### src/rtl/approx_mul_engine.sv
// Streaming approximate multiplier: normalises each operand, multiplies the top K
// bits, then shifts the product back into place. Exact mode bypasses truncation.
module approx_mul_engine #(
  parameter  int N  = 16,
  parameter  int K  = 8,
  localparam int SW = ($clog2(2*N-2*K+1) < 1) ? 1 : $clog2(2*N-2*K+1)
) (
  input  logic            clk,
  input  logic            rst,
  input  logic            in_valid,
  output logic            in_ready,
  input  logic [N-1:0]    in_a,
  input  logic [N-1:0]    in_b,
  input  logic            in_mode,
  output logic            out_valid,
  input  logic            out_ready,
  output logic [2*N-1:0]  out_result,
  output logic [SW-1:0]   out_shift,
  output logic            busy
);

  localparam int CW = (N > 2) ? $clog2(N) : 1;

  localparam logic [2:0] S_IDLE   = 3'd0;
  localparam logic [2:0] S_NORM   = 3'd1;
  localparam logic [2:0] S_MUL    = 3'd2;
  localparam logic [2:0] S_DENORM = 3'd3;
  localparam logic [2:0] S_OUT    = 3'd4;

  logic [2:0]     state;
  logic           mode;
  logic [N-1:0]   work_a, work_b;
  logic [N-1:0]   orig_a, orig_b;
  logic [CW-1:0]  cnt_a, cnt_b;
  logic [2*N-1:0] prod;
  logic [SW-1:0]  shcnt;

  logic           done_a, done_b;
  logic [N-1:0]   t_a, t_b;
  logic [SW-1:0]  s_a, s_b, shift_sum;
  logic [2*N-1:0] product;

  assign in_ready  = (state == S_IDLE);
  assign busy      = (state != S_IDLE);
  assign out_valid = (state == S_OUT);

  // An operand is normalised once its MSB is set or it has shifted N-1 times (zero operand).
  assign done_a = work_a[N-1] || (cnt_a == CW'(N-1));
  assign done_b = work_b[N-1] || (cnt_b == CW'(N-1));

  // NOTE: every signal driven here gets a default first so no latch is inferred.
  always_comb begin
    t_a = orig_a;
    t_b = orig_b;
    s_a = '0;
    s_b = '0;
    if (mode && (int'(cnt_a) <= N-K)) begin
      t_a = work_a >> (N-K);
      s_a = SW'(N - K - int'(cnt_a));
    end
    if (mode && (int'(cnt_b) <= N-K)) begin
      t_b = work_b >> (N-K);
      s_b = SW'(N - K - int'(cnt_b));
    end
    shift_sum = s_a + s_b;
    product   = {{N{1'b0}}, t_a} * {{N{1'b0}}, t_b};
  end

  // NOTE: sequential state uses non-blocking assignments so all registers update together.
  always_ff @(posedge clk) begin
    if (rst) begin
      state      <= S_IDLE;
      mode       <= 1'b0;
      work_a     <= '0;
      work_b     <= '0;
      orig_a     <= '0;
      orig_b     <= '0;
      cnt_a      <= '0;
      cnt_b      <= '0;
      prod       <= '0;
      shcnt      <= '0;
      out_result <= '0;
      out_shift  <= '0;
    end else begin
      case (state)
        S_IDLE: begin
          if (in_valid) begin
            work_a <= in_a;
            work_b <= in_b;
            orig_a <= in_a;
            orig_b <= in_b;
            mode   <= in_mode;
            cnt_a  <= '0;
            cnt_b  <= '0;
            state  <= in_mode ? S_NORM : S_MUL;
          end
        end
        S_NORM: begin
          if (!done_a) begin
            work_a <= {work_a[N-2:0], 1'b0};
            cnt_a  <= cnt_a + 1'b1;
          end
          if (!done_b) begin
            work_b <= {work_b[N-2:0], 1'b0};
            cnt_b  <= cnt_b + 1'b1;
          end
          if (done_a && done_b) state <= S_MUL;
        end
        S_MUL: begin
          out_shift <= shift_sum;
          if (shift_sum == '0) begin
            out_result <= product;
            state      <= S_OUT;
          end else begin
            prod  <= product;
            shcnt <= shift_sum;
            state <= S_DENORM;
          end
        end
        S_DENORM: begin
          prod  <= {prod[2*N-2:0], 1'b0};
          shcnt <= shcnt - 1'b1;
          if (shcnt == SW'(1)) begin
            out_result <= {prod[2*N-2:0], 1'b0};
            state      <= S_OUT;
          end
        end
        S_OUT: begin
          if (out_ready) state <= S_IDLE;
        end
        default: state <= S_IDLE;
      endcase
    end
  end

endmodule

### config.mk
export PLATFORM = sky130hd
export DESIGN_NAME = approx_mul_engine
export DESIGN_NICKNAME = d
export VERILOG_FILES = /design/src/rtl/approx_mul_engine.sv
export SDC_FILE = /design/constraint.sdc
export NUM_CORES = 1
export LEC_CHECK = 0
export ABC_AREA = 1
export CAP_MARGIN = 20
export CELL_PAD_IN_SITES_DETAIL_PLACEMENT = 0
export CELL_PAD_IN_SITES_GLOBAL_PLACEMENT = 1
export CORE_MARGIN = 5
export CORE_UTILIZATION = 40
export CTS_CLUSTER_SIZE = 24
export DETAILED_ROUTE_END_ITERATION = 6
export GPL_TIMING_DRIVEN = 1
export PLACE_DENSITY = 0.83
export SETUP_SLACK_MARGIN = 0.1
export SLEW_MARGIN = 15
export SYNTH_ARGS = -nofsm -noshare
export SYNTH_HDL_FRONTEND = slang
export SYNTH_SLANG_ARGS = --single-unit
### constraint.sdc
create_clock -name clk -period 6.69 [get_ports clk]
set_clock_uncertainty 0.1 [all_clocks]
set_input_delay 1.338 -clock clk [delete_from_list [all_inputs] [get_ports clk]]
set_output_delay 1.338 -clock clk [all_outputs]
set_load 0.01 [all_outputs]
==> impl_metrics.toml <==
[grt]
grt_pass1_wl_mm = 78.12
grt_max_degree = 61
first_global_vias = 15219
antenna_found_initial = 0
grt_use_total_pct = 22.17
overflow = 0

[logic_synthesis]
synth-seq-area-share_pct = 18.96
ys_types = 45
synth_area_sq_um = 15730
async_reset_ff_share_pct = 0
ys_seq_elements = 149
syn_area_per_cell_sq_um = 7.195
synth_top_cells_by_area = "fa_1 (25%), dfxtp_1 (19%), nand2_1 (13%)"
yosysWarnings = 0
yosys.area.top_type = "fa_1"
netlist_top_cells_count = "nand2_1 (554), inv_1 (385), nor2_1 (295), fa_1 (195), dfxtp_1 (149)"
synth_flop_cell = "dfxtp_1"
synth_cells = 2186
synth_most_common_cell = "nand2_1"
synth_edf_count = 0
synth_top_area_share_pct = 24.82
synth_nets = 2532

[clock_network]
ctsLongestPathBuffers = 2
clkSinkCount = 149
cts-buffers-inserted = 17
clock_latency_ns = 0.45
ctsHtreeMaxLevel = 4
clk_pin_slew_ns = 0.07
cts_hold_buf = 0
root_buffer = "clkbuf_16"
cts_tree = "done"

[layout]
nNetsFinal = 2760
final_core_util_pct = 51.81
num_antenna_cells = 0
layout-drive-gt1-share_pct = 20.64
fillCellCount = 3790
area_growth_pct = 27.60

[sta]
min_period_over_period_pct = 97.81
max_freq_mhz = 152.8
relSlewSlack_pct = 30.33
worst_pin_slew_ns = 1.044
fin_tns_setup_ns = 0
post-route-min-period_ns = 6.543
drv_slew = 0
finalHoldViolCount = 0
grt_setup_unrepaired = "true"
setup_viol = 0
setup_ws_ns = 0.1466

[critical_path]
worst-r2r-cell-count = 32
path_class = "reg -> reg"
critical_path_buf_inv_count = 10
worstPathArrival_ns = 6.81
r2r_end = "out_result[31]"
startpoint_type = "register"
r2r_start = "cnt_b[0]"
critical_path.top_delay_family = "adder cells"
required_ns = 6.96
end_kind = "register"
slowest_stage = "fa_2"
rrSetupSlack_ns = 0.15
worst_path_largest_cell_delay_ns = 0.59
path_max_fanout = 6

[placed_design]
dpl_worst_slack_ns = -0.2605
gp_congestion = 0.9858
dp.final_hpwl_mm = 38.19
io_buffers = 76

[floorplan]
fp.dieW_um = 208.3
io_pins = 77
start_util_pct = 40.60
core-area_sq_um = 38740
core.rowCount = 72
die_area_sq_um = 43390
fp.dieH_um = 208.3

[power_and_ir_drop]
swShare_pct = 48.22
power_frac_clock_pct = 13.6
switchingPower_mw = 3.432
seq_power_share_pct = 18.6
pwr_density_cell_nw_per_um2 = 354.6
power_leakage_nw = 9.672
finalPower_mw = 7.117
comb_power_share_pct = 67.9
internal_power_mw = 3.685
peakVddDrop_uv = 275.7

[route]
initialDrtViolationCount = 876
vias_per_cell = 4.938
routed_wl_mm = 47.92
antenna_left = 0
num_vias = 14543
wl_per_cell_um = 16.27
drc = 0
drtPass1Iterations = 6

[hold_path]
hp-start = "orig_a[10]"
hp-class = "reg -> reg"
min_to = "orig_a[10]"
hold_depth = 2

[job]
drv_cap = 0

[outcome]
status = "finished, final reports clean"
-- flip-flops by register name (all words and copies together), names as in the netlist --
signal	cells
work_b	16
orig_b	16
state	3
out_result	32
shcnt	5
prod	31
orig_a	16
cnt_b	4
mode	1
cnt_a	4
out_shift	5
work_a	16
-- timing repair --
| item | in CTS | in global routing |
|---|---|---|
| resized for setup | 68 | 226 |
| setup buffers | 12 | 19 |
| pin swaps | 15 | 84 |
| setup endpoints to repair | 41 | 45 |
| gates cloned | 1 | 1 |
-- metrics by stage --
step / hold slack, ns / instance area, sq um / instances
2_1_floorplan: 0.3300 / 15730 / 2186
3_3_place_gp: 0.3465 / 18160 / 2880
3_5_place_dp: 0.3525 / 18160 / 2880
4_1_cts: 0.3620 / 19150 / 2925
5_1_grt: 0.3882 / 20070 / 2945
6_report: 0.3648 / 20070 / 2945
-- layout by cell type, fill, tap and decap left out, types with 8 or more instances in the layout --
cell type        Yosys  routed
inv_2               20      42
nand3_1             49      36
buf_12               0       9
nor2_2               3      29
buf_4                8     179
inv_4                2       8
buf_6                5      23
o21ai_2              3       8
clkbuf_16            0      17
a31oi_1             28      28
nor2_4               1      14
o21ai_1             46      41
nand3_2              1      12
inv_6                0       8
nor3_1              14       8
xor2_1               9       9
o21ai_0             75      71
nand2_2              3      40
ha_1               114      96
ha_4                 0      15
a21oi_2              8      14
clkdlybuf4s50_1      0      75
nor2_1             295     256
a21oi_1             88      77
fa_1               195     181
nand2_4              3      15
fa_2                 0      14
nand4_1             13      13
dfxtp_1            149     145
inv_1              385     352
nand2_1            554     505
-- final cells by class --
cell class              count  area [sq um]  share of cell area (%)
flip-flops and latches    149          2993                   14.91
inverters                 409          1583                   7.886
repair buffers            288          2554                   12.72
repair inverters            2         16.27                 0.08104
clock buffers              19         442.9                   2.207
multi-input cells        1547         11700                   58.28
well taps                 518         648.1                   3.229
clock inverters            13         136.4                  0.6795
-- power groups by stage --
stage / clock network, mW / logic, mW / registers [mW]
4_1_cts: 0.986 / 4.33 / 1.31
6_report: 0.965 / 4.83 / 1.32
3_3_place_gp: 0 / 4.02 / 1.32
5_1_grt: 1.02 / 5.32 / 1.35
3_5_place_dp: 0 / 4.04 / 1.32
2_1_floorplan: 0 / 2.45 / 1.32
-- worst max path at each step --
stage | startpoint | to | slack [ns] | cells past startpoint
floorplan | cnt_a[0] | out_result[20] | 0.37 | 34
global placement | cnt_a[0] | out_result[15] | -0.23 | 29
detailed placement | cnt_a[1] | out_result[15] | -0.26 | 29
CTS | cnt_a[0] | out_result[29] | 0.09 | 34
global route | cnt_b[1] | out_result[20] | -0.11 | 34
finish | cnt_b[0] | out_result[31] | 0.15 | 32
-- worst min-delay path, cell delays in order, from the launching register on --
cell	delay, ns
dfxtp_1	0.30
inv_1	0.06
a21oi_1	0.06
-- layer usage --
metal,routed length [um],track usage [%],part of all wire (%),up-vias
met3,2240,3.404,4.7,75
met2,23250,37.68,49,348
met1,21210,29.47,44,7008
li1,-,-,-,7112
met5,0,0,0,-
met4,1227,6.251,2.6,0
-- cells by family after synthesis --
logic type / synth area share [%]
adder cells (fa/ha/maj): 33.89
flip-flops: 18.96
buffers and inverters: 12.39
multiplexers: 0.2546
XOR/XNOR: 0.8910
AO/OA/AOI/OAI: 9.458
AND/OR/NAND/NOR: 24.15
Note: power is estimated with default switching activity, not from simulation.
